File: src/rtl/axi_rd_arbiter.sv
// axi_rd_arbiter: two-requester AXI4 read-channel arbiter.
// m0 (instruction fetch) and m1 (load/store) share one downstream AXI4 read
// port. A grant is held from the address handshake until the rlast beat
// completes. Arbitration is round-robin, or fixed priority for m0 when
// FIX_PRIO is set. The write channels do not pass through this block.
module axi_rd_arbiter #(
  parameter int FIX_PRIO = 0,
  parameter int ADDR_W   = 32,
  parameter int DATA_W   = 32
) (
  input  logic              clock,
  input  logic              reset,

  // requester 0 (fetch path)
  input  logic              m0_arvalid,
  output logic              m0_arready,
  input  logic [ADDR_W-1:0] m0_araddr,
  input  logic [7:0]        m0_arlen,
  input  logic [1:0]        m0_arburst,
  output logic              m0_rvalid,
  input  logic              m0_rready,
  output logic [DATA_W-1:0] m0_rdata,
  output logic [1:0]        m0_rresp,
  output logic              m0_rlast,

  // requester 1 (load path)
  input  logic              m1_arvalid,
  output logic              m1_arready,
  input  logic [ADDR_W-1:0] m1_araddr,
  input  logic [7:0]        m1_arlen,
  input  logic [1:0]        m1_arburst,
  output logic              m1_rvalid,
  input  logic              m1_rready,
  output logic [DATA_W-1:0] m1_rdata,
  output logic [1:0]        m1_rresp,
  output logic              m1_rlast,

  // downstream AXI4 read port
  output logic              s_arvalid,
  input  logic              s_arready,
  output logic [ADDR_W-1:0] s_araddr,
  output logic [7:0]        s_arlen,
  output logic [1:0]        s_arburst,
  output logic [3:0]        s_arid,
  output logic [2:0]        s_arsize,
  input  logic              s_rvalid,
  output logic              s_rready,
  input  logic [DATA_W-1:0] s_rdata,
  input  logic [1:0]        s_rresp,
  input  logic              s_rlast
);

  typedef enum logic [1:0] {
    IDLE = 2'd0,
    ADDR = 2'd1,
    DATA = 2'd2
  } state_t;

  state_t state;
  logic   owner;
  logic   last_owner;
  logic   grant_next;
  logic   in_addr;
  logic   in_data;
  logic   own_arvalid;
  logic   own_rready;

  // Winner of the IDLE-cycle arbitration; only consulted when a request is present
  always_comb begin
    grant_next = owner;
    if (m0_arvalid && m1_arvalid) begin
      grant_next = (FIX_PRIO != 0) ? 1'b0 : ~last_owner;
    end else if (m0_arvalid) begin
      grant_next = 1'b0;
    end else if (m1_arvalid) begin
      grant_next = 1'b1;
    end
  end

  // Transaction FSM: grant in IDLE, forward address in ADDR, stream beats in DATA
  always_ff @(posedge clock) begin
    if (reset) begin
      state      <= IDLE;
      owner      <= 1'b0;
      last_owner <= 1'b1;
    end else begin
      case (state)
        IDLE: begin
          if (m0_arvalid || m1_arvalid) begin
            owner <= grant_next;
            state <= ADDR;
          end
        end
        ADDR: begin
          if (s_arvalid && s_arready) begin
            state <= DATA;
          end
        end
        DATA: begin
          // the beat count is not tracked; rlast alone closes the transaction
          if (s_rvalid && s_rready && s_rlast) begin
            state      <= IDLE;
            last_owner <= owner;
          end
        end
        default: state <= IDLE;
      endcase
    end
  end

  assign in_addr     = (state == ADDR);
  assign in_data     = (state == DATA);
  assign own_arvalid = owner ? m1_arvalid : m0_arvalid;
  assign own_rready  = owner ? m1_rready  : m0_rready;

  // Address channel: owner's request passes through unmodified
  assign s_arvalid  = in_addr & own_arvalid;
  assign s_araddr   = owner ? m1_araddr  : m0_araddr;
  assign s_arlen    = owner ? m1_arlen   : m0_arlen;
  assign s_arburst  = owner ? m1_arburst : m0_arburst;
  assign s_arid     = {3'b000, owner};
  assign s_arsize   = 3'b010;
  assign m0_arready = in_addr & ~owner & s_arready;
  assign m1_arready = in_addr &  owner & s_arready;

  // Read data channel: only the owner sees valid/last; data and resp fan out to both
  assign s_rready  = in_data & own_rready;
  assign m0_rvalid = in_data & ~owner & s_rvalid;
  assign m1_rvalid = in_data &  owner & s_rvalid;
  assign m0_rlast  = in_data & ~owner & s_rlast;
  assign m1_rlast  = in_data &  owner & s_rlast;
  assign m0_rdata  = s_rdata;
  assign m1_rdata  = s_rdata;
  assign m0_rresp  = s_rresp;
  assign m1_rresp  = s_rresp;

endmodule

File: config.mk
export PLATFORM = sky130hd
export DESIGN_NAME = axi_rd_arbiter
export DESIGN_NICKNAME = d
export VERILOG_FILES = /design/src/rtl/axi_rd_arbiter.sv
export SDC_FILE = /design/constraint.sdc
export NUM_CORES = 1
export LEC_CHECK = 0
export ABC_CLOCK_PERIOD_IN_PS = 1400
export BUFFER_PORTS_ARGS = -buffer_cell sky130_fd_sc_hd__buf_2
export CAP_MARGIN = 10
export CORE_AREA = 2 2 99 101
export DETAILED_ROUTE_END_ITERATION = 10
export DIE_AREA = 0 0 101 103
export PLACE_DENSITY_LB_ADDON = 0.1
export REMOVE_ABC_BUFFERS = 1
export SYNTH_ARGS = -nofsm -noshare
export SYNTH_HDL_FRONTEND = slang
export SYNTH_SLANG_ARGS = --single-unit
File: constraint.sdc
create_clock -name clock -period 1.4 [get_ports clock]
set_input_delay 0.21 -clock clock [delete_from_list [all_inputs] [get_ports clock]]
set_output_delay 0.21 -clock clock [all_outputs]
set_load 0.005 [all_outputs]
# [After elaboration in Yosys (flattened, before gate mapping)]
# Index checks and enable logic that the tools add are counted.
[totals] regBits=4 latch_bits=0 ram_bits=0 romBits=0 in_bits=127 output_inout_bits=125 elab_cells=44 memories=0
[classes] n_addsub=0 n_mul=0 div=0 magnitude_cmp=0 n_eq_ne=5 shifts=0 n_mux=12 n_bitwise=14 reduce_logical=10
[ops] cell="$mux 32" n=1
[ops] cell="$and 1x1->1" n=12
[ops] cell="$mux 2" n=4
[ops] cell="$mux 8" n=1
[ops] cell="$pmux 2 s3" n=1
[ops] cell="$reduce_and 3->1" n=2
[ops] cell="$mux 1" n=5
[ops] cell="$logic_and 1x1->1" n=4
[ops] cell="$ne 2x1->1 const B" n=2
[ops] cell="$reduce_bool 3->1" n=1
[ops] cell="$eq 2x1->1 const B" n=1
[ops] cell="$eq 2x2->1 const B" n=1
[ops] cell="$logic_not 2->1" n=1
[ops] cell="$ne 2x2->1 const B" n=1
[ops] cell="$not 1->1" n=2
[ops] cell="$reduce_and 2->1" n=1
[ops] cell="$logic_or 1x1->1" n=1

# [Logic depth before layout (Yosys ltp)]
[depth] depth_word=6 mapped_depth=4 depth_no_buf=3

# [Worst setup path before layout]
# OpenSTA, ideal clock, no wires.
[synth_path] path_kind="register -> output" startpoint="register owner" endpoint="output s_araddr[0]" t_arrival_ns=0.992 required_time_ns=1.190 path_slack_ns=0.198 path_stages_with_launch=4 n_path_buf=2 path_cell_list="dfxtp_1 > buf_6 > buf_2 > mux2_2"
[synth_via] elab_chain_len=1
[synth_lines] element="start: declaration" line_no="60" rtl="logic owner;"
[synth_lines] element="start signal: assignment" line_no="90" rtl="owner <= grant_next;"
[synth_lines] element="$mux 32" line_no="118" rtl="assign s_araddr = owner ? m1_araddr : m0_araddr;"
[synth_lines] element="end: declaration" line_no="41" rtl="output logic [ADDR_W-1:0] s_araddr,"
# Every way passes these cells.

# [Worst setup path in the final report]
[layout_path] startpoint="register owner" endpoint="output s_araddr[27]"
# Same word-level chain as after synthesis.

==> metrics.txt <==
Crit-path slowest cell dfxtp_4; setup violators final 47; crit end category output pin; Wirelength per Cell 26.64 um; post-detailed-placement half-perimeter wirelength 8.208 mm; Hold Crit Class input port to flop; final setup margin -117.2 ps; gr usage total 16.21%; Avg Inst Size Synth 8.516 um^2; hold slack 246.0 ps; Critical Path RT 1190 ps; DR top layer met5; GP Congestion 0.8655; sequential share of the synthesized area 5.877%; DRC 0; drt first-iter violations 32; TritonCTS clock tree yes; most common cell after layout, fill and taps aside buf_2; Synth Warn # 0; total clock sinks 4; met1 WL 2.679 mm; n_diodes 0; critical path class flop to output pin; initial antenna violation count 1; cts hold-fix bufs 0; Non-Filler Instances 356; CTS H-Tree Depth 1; clock latency at the later pin of the worst-skew pair 210 ps; status finished with violations; final hold vios 0; Max Cap Violations 0; max incr delay on CP 360 ps; CTS buffer count 3; die area 0.01040 mm^2; Cells after DPL 344; Synth Instances 160; f_max 0.6591 GHz; total core area 0.009459 mm^2; via count 1519; fin crit share 108.4%; PwrDens 491.3 mW/mm^2; Vias/cell 4.267; fin nets 371; final core utilization 24.23%; crit-path max FO 12; DR pass1 iterations 4; most frequent cells in the layout 106 x buf_2, 39 x buf_6, 38 x mux2_4; clk slew on worst S/H paths 30 ps; Leak Pwr 1.186 nW; Place WS 68.16 ps; crit path cell chain buf_12, buf_12, mux2_4, buf_6; CP Launch Type flop; max-slew violation count 0; minimum clock period 1517 ps; Post-DRT Antenna Nets 0; Die Height 103 um; total global routing overflow 0; layout cells sized above 1 87.19%; CP most frequent cell buf_12; Starting Density 14.40%; Routed WL 9.485 mm; CTS Root Cell clkbuf_8; Die X 101 um; RSZ-0062 raised after global routing yes; distinct cell type count after synthesis 26; Clock Path Buffers 2; metal3 WL 2.159 mm; vias in the first global route 1456; skew final 0.5805 ps; worst vdd rail ir drop 0.1821 mV; mapped cell area 0.001363 mm^2; WL met2 4.264 mm; first-pass GRT wire length 11.28 mm; Layout area overhead 68.23%; worst path arrival time 1310 ps; # port buffers 143; largest net degree at the start of global routing 25; overall power 0.001126 W; register bit total from synthesis 4; failing checks setup timing; num ports 252; standard-cell rows 36
-- per-layer routing --
metal  vias to the layer above  GRT usage, %
met5                         -         6.250
met4                         4         3.119
met3                        16         15.86
met2                       219         28.10
met1                       661         12.98
li1                        619             -
-- logic make-up after synthesis --
logic type,share of synthesized area [%]
muxes,37.28
other,0.5512
and+or+nand+nor,9.550
AOI/OAI and AO/OA,2.204
buffers and inverters,44.54
DFF,5.877
-- synthesized netlist by cell type, drive strengths merged --
cell type	count	share of area, %
dfxtp	4	5.9
nor2b	1	0.46
nor3	2	0.73
buf	81	44
mux2i	2	1.5
nand2	4	1.1
inv	1	0.28
nor4bb	1	0.73
nor2	5	1.4
nor4	1	0.92
nand2b	1	0.46
a21oi	2	0.73
a211oi	1	0.55
o31ai	1	0.55
clkbuf	1	0.28
nand4b	1	0.64
conb	2	0.55
mux2	43	36
o21ai	1	0.37
and3	3	1.7
and3b	1	0.64
and4b	1	0.73
-- through the flow --
stage	area, um^2	TNS [ps]
6_report	2292	-4114
2_1_floorplan	774.5	-33440
5_1_grt	2292	-6001
3_3_place_gp	1697	0
3_5_place_dp	1697	0
4_1_cts	2079	-3906
-- state kept, by name, indices dropped and copies added (netlist names) --
register	count
state	2
last_owner	1
owner	1
-- worst paths after layout --
path                                               from                 endpoint  slack [ps]  depth (start not counted)
worst max-delay path                 owner$_SDFFE_PP0P_             s_araddr[27]        -120                          4
worst min-delay path                              reset       owner$_SDFFE_PP0P_         250                          2
worst max register to register       owner$_SDFFE_PP0P_    state[0]$_SDFFE_PP0P_          60                          5
worst min register to register  last_owner$_SDFFE_PP1P_  last_owner$_SDFFE_PP1P_         520                          2
-- power breakdown --
part           total [W]  switching (W)  internal (W)
combinational   0.000752       0.000247      0.000505
sequential      0.000132      0.0000113      0.000121
clock           0.000242      0.0000585      0.000183
-- critical path, delay by kind of cell, from the launching register on --
kind,cells,cell delay [ps]
buffers and inverters,3,390
flip-flops,1,360
multiplexers,1,320
-- timing repair --
item | CTS | global route
buffers inserted | 3 | 4
resized for setup | 58 | 30
pin swaps | 1 | 3
setup endpoints to repair | 45 | 48
endpoints found under the hold margin | 0 | 0
cloned | 1 | 2
-- cell type report --
class                           count  area [um^2]
Clock buffer                        3        41.29
Timing Repair Buffer              157         1152
Fill cell                        1038         7167
Tap cell                          114        142.6
Sequential cell                     4        83.83
Inverter                            1        3.754
Multi-Input combinational cell     77        868.3
Note: power is estimated with default switching activity, not from simulation.
